**config.mk**
```make
export PLATFORM = sky130hd
export DESIGN_NAME = hazard_ctrl_unit
export DESIGN_NICKNAME = d
export VERILOG_FILES = /design/src/rtl/hazard_ctrl_unit.sv
export SDC_FILE = /design/constraint.sdc
export NUM_CORES = 1
export LEC_CHECK = 0
export ABC_CLOCK_PERIOD_IN_PS = 1300
export BUFFER_PORTS_ARGS = -buffer_cell sky130_fd_sc_hd__buf_4
export CORE_MARGIN = 4
export CORE_UTILIZATION = 35
export DETAILED_ROUTE_END_ITERATION = 6
export PLACE_DENSITY = 0.73
export SYNTH_ARGS = -nofsm -noshare
export SYNTH_HDL_FRONTEND = slang
export SYNTH_SLANG_ARGS = --single-unit
```
**constraint.sdc**
```tcl
create_clock -name clk -period 1.3 [get_ports clk]
set_clock_uncertainty 0.15 [all_clocks]
set_input_delay 0.13 -clock clk [delete_from_list [all_inputs] [get_ports clk]]
set_output_delay 0.13 -clock clk [all_outputs]
set_load 0.02 [all_outputs]
```
**src/rtl/hazard_ctrl_unit.sv**
```systemverilog
// ============================================================================
// hazard_ctrl_unit
// ----------------------------------------------------------------------------
// Hazard controller for the 5-stage (F/D/E/M/W) RISC-V pipeline.
//   * Operand forwarding selects for both E-stage operands (M beats W).
//   * Load-use stall: holds F/D and bubbles E for one cycle.
//   * Taken-branch flush: bubbles D and E for one cycle.
//   * Multi-cycle op (MUL/DIV) FSM: holds F/D/E and bubbles M for MC_LAT-1
//     cycles, starting combinationally in the cycle the op is first in E.
//
// Optional feature macro: HAZ_PERF_CNT_EN
//   When defined, adds saturating performance counters StallCycles and
//   FlushEvents (CNT_W bits each).
//
// Parameters:
//   REG_AW  register address width (x0 is hard-zero, never forwarded)
//   MC_LAT  total cycles a multi-cycle op occupies E (>= 1)
//   CNT_W   performance counter width (HAZ_PERF_CNT_EN only)
//
// Ports:
//   clk, rst                       clock, asynchronous active-high reset
//   RegWrite_M/W, Rd_M/W           writeback enable / destination in M, W
//   Rd_E, RS1_E, RS2_E             destination / sources in E
//   RS1_D, RS2_D                   sources in D
//   Load_E, PCSrc_E, MultiCycle_E  E-stage load / taken branch / multi-cycle
//   ForwardAE, ForwardBE           00 regfile, 10 from M, 01 from W
//   Stall_F/D/E                    hold pipeline register
//   Flush_D/E/M                    insert bubble
//   Busy                           FSM is in MC_BUSY (registered)
//   StallCycles, FlushEvents       perf counters (HAZ_PERF_CNT_EN only)
// ============================================================================
module hazard_ctrl_unit #(
    parameter int REG_AW = 5,
    parameter int MC_LAT = 4,
    parameter int CNT_W  = 16
) (
    input  logic              clk,
    input  logic              rst,
    input  logic              RegWrite_M,
    input  logic              RegWrite_W,
    input  logic [REG_AW-1:0] Rd_M,
    input  logic [REG_AW-1:0] Rd_W,
    input  logic [REG_AW-1:0] Rd_E,
    input  logic [REG_AW-1:0] RS1_E,
    input  logic [REG_AW-1:0] RS2_E,
    input  logic [REG_AW-1:0] RS1_D,
    input  logic [REG_AW-1:0] RS2_D,
    input  logic              Load_E,
    input  logic              PCSrc_E,
    input  logic              MultiCycle_E,
    output logic [1:0]        ForwardAE,
    output logic [1:0]        ForwardBE,
    output logic              Stall_F,
    output logic              Stall_D,
    output logic              Stall_E,
    output logic              Flush_D,
    output logic              Flush_E,
    output logic              Flush_M,
`ifdef HAZ_PERF_CNT_EN
    output logic [CNT_W-1:0]  StallCycles,
    output logic [CNT_W-1:0]  FlushEvents,
`endif
    output logic              Busy
);

    localparam int CW = $clog2(MC_LAT) + 1;
    // Cycles spent in MC_BUSY while still stalling; unused when MC_LAT == 1.
    localparam logic [CW-1:0] CNT_INIT = (MC_LAT > 1) ? CW'(MC_LAT - 2) : '0;

    typedef enum logic {IDLE, MC_BUSY} state_t;

    state_t        state, state_nxt;
    logic [CW-1:0] cnt, cnt_nxt;

    logic idle;
    logic mc_start;
    logic mc_stall;
    logic branch;
    logic load_use;

    // ------------------------------------------------------------------
    // State register
    // ------------------------------------------------------------------
    // NOTE: sequential state uses non-blocking assignments so every register
    // samples pre-edge values regardless of statement order.
    always_ff @(posedge clk or posedge rst) begin
        if (rst) begin
            state <= IDLE;
            cnt   <= '0;
        end else begin
            state <= state_nxt;
            cnt   <= cnt_nxt;
        end
    end

    assign Busy = (state == MC_BUSY);

    // ------------------------------------------------------------------
    // Next-state logic
    // ------------------------------------------------------------------
    // NOTE: every signal written here gets a default first so no path can
    // leave it unassigned and infer a latch.
    always_comb begin
        state_nxt = state;
        cnt_nxt   = cnt;
        case (state)
            IDLE: begin
                if (mc_start) begin
                    state_nxt = MC_BUSY;
                    cnt_nxt   = CNT_INIT;
                end
            end
            MC_BUSY: begin
                if (cnt != '0) begin
                    cnt_nxt = cnt - 1'b1;
                end else begin
                    state_nxt = IDLE;
                end
            end
            default: state_nxt = IDLE;
        endcase
    end

    // ------------------------------------------------------------------
    // Output logic
    // ------------------------------------------------------------------
    function automatic logic [1:0] fwd_sel(input logic [REG_AW-1:0] rs);
        if (RegWrite_M && (Rd_M != '0) && (Rd_M == rs))
            return 2'b10;
        else if (RegWrite_W && (Rd_W != '0) && (Rd_W == rs))
            return 2'b01;
        else
            return 2'b00;
    endfunction

    always_comb begin
        idle     = (state == IDLE);
        // The start cycle stalls before the FSM has left IDLE.
        mc_start = idle && MultiCycle_E && (MC_LAT > 1);
        mc_stall = mc_start || (Busy && (cnt != '0));
        // A multi-cycle op in E masks branch and load-use, even when
        // MC_LAT == 1 and no stall is raised.
        branch   = idle && !MultiCycle_E && PCSrc_E;
        load_use = idle && !MultiCycle_E && !PCSrc_E && Load_E &&
                   (Rd_E != '0) && ((Rd_E == RS1_D) || (Rd_E == RS2_D));

        ForwardAE = 2'b00;
        ForwardBE = 2'b00;
        Stall_F   = 1'b0;
        Stall_D   = 1'b0;
        Stall_E   = 1'b0;
        Flush_D   = 1'b0;
        Flush_E   = 1'b0;
        Flush_M   = 1'b0;
        // Reset gates every combinational output, so an abort mid-stall
        // leaves no residual pulse.
        if (!rst) begin
            ForwardAE = fwd_sel(RS1_E);
            ForwardBE = fwd_sel(RS2_E);
            Stall_F   = mc_stall || load_use;
            Stall_D   = mc_stall || load_use;
            Stall_E   = mc_stall;
            Flush_D   = branch;
            Flush_E   = branch || load_use;
            Flush_M   = mc_stall;
        end
    end

`ifdef HAZ_PERF_CNT_EN
    // ------------------------------------------------------------------
    // Saturating performance counters
    // ------------------------------------------------------------------
    always_ff @(posedge clk or posedge rst) begin
        if (rst) begin
            StallCycles <= '0;
            FlushEvents <= '0;
        end else begin
            if (Stall_F && (StallCycles != '1))
                StallCycles <= StallCycles + CNT_W'(1);
            if ((Flush_D || Flush_E) && (FlushEvents != '1))
                FlushEvents <= FlushEvents + CNT_W'(1);
        end
    end
`endif

endmodule

```
Word-level counts from Yosys, hierarchy flattened
Cells that the tools add are included.
{"block": "word_totals", "ff_bits": 4, "input_bits": 42, "out_inout_bits": 11, "elab_cells": 53}
{"block": "classes", "n_addsub": 1, "n_eq_ne": 8, "n_mux": 16, "bitwise_logic": 1, "reduce_logical": 25}
{"cell": "$eq A5 B5 Y1", "count": 6}
{"cell": "$reduce_bool A5 Y1", "count": 3}
{"cell": "$logic_and A1 B1 Y1", "count": 14}
{"cell": "$mux W1", "count": 8}
{"cell": "$mux W2", "count": 4}
{"cell": "$mux W3", "count": 2}
{"cell": "$pmux W3 S2", "count": 1}
{"cell": "$logic_or A1 B1 Y1", "count": 4}
{"cell": "$ne A2 B1 Y1 const B", "count": 2}
{"cell": "$reduce_bool A3 Y1", "count": 1}
{"cell": "$sub A3 B1 Y3 const B", "count": 1}
{"cell": "$logic_not A1 Y1", "count": 2}
{"cell": "$pmux W1 S2", "count": 1}
{"cell": "$reduce_and A2 Y1", "count": 1}
{"cell": "$not A1 Y1", "count": 1}

Depth between registers and ports, before layout
{"block": "logic_depth", "depth_word": 8, "ltp_mapped": 6, "mapped_depth_nobuf": 5}

Worst setup path after synthesis
Ideal clock, no wire load.
{"block": "synth_timing", "path_kind": "register to output", "startpoint": "register state (netlist: Busy)", "endpoint": "output Stall_F", "arrival_time_ps": 1644, "required_time_ps": 1020, "setup_slack_ps": -624, "path_stages_with_launch": 6, "n_path_buf": 1, "path_cell_list": "dfrtp_1 > nor2_1 > a31oi_1 > and2_1 > o21bai_1 > buf_4"}
{"block": "synth_between", "elab_chain_len": 8, "elab_cells_between_ends": 11, "cone_classes": "mux: 1; bitwise: 1; reduce/logical: 9"}
{"element": "from (decl)", "line": "72", "text": "state_t state, state_nxt;"}
{"element": "from (signal assigned)", "line": "91", "text": "state <= state_nxt;"}
{"element": "$not A1 Y1"}
{"element": "$logic_and A1 B1 Y1 (4 in series)", "line": "144", "text": "load_use = idle && !MultiCycle_E && !PCSrc_E && Load_E &&"}
{"element": "$logic_and A1 B1 Y1", "line": "145", "text": "(Rd_E != '0) && ((Rd_E == RS1_D) || (Rd_E == RS2_D));"}
{"element": "$logic_or A1 B1 Y1 *"}
{"element": "$mux W1 *"}
{"element": "to (decl)", "line": "53", "text": "output logic Stall_F,"}
Mark *: on every way between the ends. The rest lies on a longest branch, timed or not.

Worst setup path after layout
{"block": "layout_timing", "startpoint": "register state (netlist: Busy)", "endpoint": "output Stall_D"}
{"block": "layout_between", "elab_chain_len": 8, "elab_cells_between_ends": 11, "cone_classes": "mux: 1; bitwise: 1; reduce/logical: 9"}
{"element": "$not A1 Y1"}
{"element": "$logic_and A1 B1 Y1 (4 in series)", "line": "144"}
{"element": "$logic_and A1 B1 Y1", "line": "145"}
{"element": "$logic_or A1 B1 Y1 *", "line": "161", "text": "Stall_D = mc_stall || load_use;"}
{"element": "$mux W1 *", "line": "157", "text": "if (!rst) begin"}
{"element": "to (decl)", "line": "54", "text": "output logic Stall_D,"}
Marks and branches as above.

==> results.cfg <==
[detailed_routing]
met3WireLength_um = 330
drt_iter0_drc = 7
drc = 0
routed-wl-met2_um = 1600
vias = 1031
wire_per_inst_um = 16.1
wl_um = 3200
drtPass1Iterations = 3
drt-met1-wl_um = 1080
topRoutingLayerUsed = met4
vias_per_cell = 5.18
ant_nets = 0

[critical_path]
critPathBufInv = 1
critPathRequiredTime_ns = 1.02
reg2regPathDepth = 5
reg2reg_from = Busy
path_class = register to primary output
cp-start-kind = register
path_delay_family = flip-flops
cp_max_fo = 4
cp.arrival_ns = 1.45
ff2ff_setup_slack_ns = -0.09
crit_chain = nor2_4, a31oi_4, and2_4, o21bai_4, buf_4
critPathSlowestCell = dfrtp_2
end_kind = primary output
rr_endpoint = cnt[2]
max_stage_delay_ns = 0.47

[floorplan]
std_cell_rows = 15
initial_core_util_pct = 37.7
io_pins = 53
dieHeight_um = 51.6
design.core.area_sq_um = 1760
die_area_sq_um = 2660
die_w_um = 51.6

[min_path]
hold_path_depth = 5
min_path_type = primary input to register
hold_start = MultiCycle_E
whs_endpoint = cnt[2]

[clock_tree]
clk_pin_slew_worst_paths_ns = 0.05
clock_latency_ns = 0.25
cts_buffers = 3
cts-root-buf = clkbuf_4
cts_tree = yes
cts_buffer_depth = 2
clock-sinks = 4
htreeDepth = 1

[synth]
yosysTopAreaCell = xor2_1
syn_area_per_cell_sq_um = 8.10
postSynthCellCount = 82
ys_top_cells_by_area = xor2_1, dfrtp_1, xnor2_1, or4_1, ha_1
yosysWarnings = 0
synth_top_area_share_pct = 26.4
yosysSeqAreaShare_pct = 15.1
ys_ff_latch = 4
synth.net_count = 126
synth_area_sq_um = 664
synth_cell_types = 23

[timing]
finalHoldViolations = 0
layout_worst_path_cycle_share_pct = 133
finalCriticalPeriod_ns = 1.73
finalMaxSlewViolations = 0
worst_pin_slew_ns = 0.399
rsz0062_at_grt = yes
max_freq_mhz = 579
setup_viol = 14
fin_ws_ns = -0.427
relSlewSlack_pct = 73.2

[power]
p_per_area_nw_per_um2 = 1040
power.leakage_nw = 0.734
ir_drop_mv = 1.16

[finish]
stdcell_count = 199
syn_to_final_growth_pct = 140
fin_nets = 219
drive_gt1_share_pct = 66.7
num_antenna_cells = 0
final_util_pct = 90.2
fillCellCount = 89

[global_routing]
gr-total-overflow = 0
grt_usage_pct = 24.2
grt_pass1_wl_um = 4770
grt_max_degree = 6
grt_pass1_vias = 1097
antenna_found_initial = 0

[placed_design]
port_buffers = 52
gp_congestion = 0.789
dpl.hpwl_um = 2120
dp.cells = 187

[status]
status = complete, but fails checks
violations = setup timing

[run]
cap_violations = 0
## cells in the mapped netlist
cell / n
a31oi_1: 2
nor4_1: 2
nand3b_1: 1
xor2_1: 20
nor3_1: 5
nor4_2: 2
o21bai_1: 2
ha_1: 2
inv_1: 5
o211ai_1: 1
or4_1: 5
nand3_1: 3
and2_1: 2
o2111ai_1: 1
nand2_1: 3
buf_4: 2
dfrtp_1: 4
o21ai_2: 1
nor2_1: 4
a22oi_1: 1
xnor2_1: 10
nor2b_1: 1
o21ai_0: 3
## kinds of logic after synthesis
kind of cell / count (synthesis) / synth area share [%]
buf+inv: 7 / 5.08
simple gates: 28 / 25.2
xor+xnor: 30 / 39.5
compound gates: 11 / 11.3
flops: 4 / 15.1
fa+ha+maj: 2 / 3.77
## registers in the layout, summed over array words and instances, names as in the netlist
register,cells
Busy,1
cnt,3
## area by class of cell
cell class	count	area (sq um)	share of cell area, %
clock buffer	4	26.3	1.65
inverter	5	22.5	1.42
multi-input combinational	71	683	42.9
sequential	4	101	6.37
tap	25	31.3	1.97
timing repair buffer	90	727	45.7
## worst max-delay path by stage
stage / startpoint / end / slack (ns) / depth (start not counted)
after global placement: Rd_W[1] / ForwardBE[0] / -0.36 / 6
after CTS: Busy / Stall_D / -0.37 / 4
after global routing: Busy / Stall_D / -0.50 / 4
after floorplan: Busy / Stall_F / -0.21 / 5
final: Busy / Stall_D / -0.43 / 5
after detailed placement: Rd_W[3] / ForwardAE[0] / -0.38 / 5
## cells in the final DEF (no fill, tap or decap), types with 2 or more instances in the layout
cell and count:
inv_1 2, or4_4 3, xnor2_1 9, nor2_1 2, clkbuf_4 3, buf_6 13, buf_4 76, dfrtp_1 3
xor2_1 20, nand2_1 3, nand3_1 3, nor3_1 3, inv_2 2, and2_4 2, o21ai_4 2, nor4_4 2
o21ai_1 2, or4_1 2
## through the flow
step           worst slack, ns  setup TNS [ns]  area, sq um  total power [mW]  hold slack, ns
2_1_floorplan           -0.209          -0.778          769             0.735          -0.259
3_3_place_gp            -0.365           -2.31         1400              1.12        -0.00769
3_5_place_dp            -0.376           -2.40         1400              1.16        -0.00872
4_1_cts                 -0.372           -3.25         1540              1.50           0.153
5_1_grt                 -0.500           -4.41         1590              1.78           0.292
6_report                -0.427           -3.74         1590              1.66           0.298
## layer usage
metal	up-vias	GRT usage, %
met5	-	0
met4	0	8.73
met3	18	10.0
met2	70	45.6
met1	469	23.3
li1	474	-
## what timing repair did
action	4_1_cts	5_1_grt
hold endpoints to repair	4	0
setup endpoints to repair	14	14
resized for setup	20	8
hold buffers	1	0
setup buffers	4	4
pin swaps	4	3
## power breakdown
part,leakage (nW),internal (mW),switching (mW)
Sequential,0.0455,0.187,0.0584
Combinational,0.673,0.670,0.568
Clock,0.0150,0.116,0.0609
## worst register-to-register path, stage by stage, from the launching register on
cell and delay [ns]:
dfrtp_2 0.47, buf_4 0.16, buf_6 0.12, nor2b_1 0.14
o21ai_1 0.15, o21ai_1 0.09
Power figures use the tool's default switching activity.
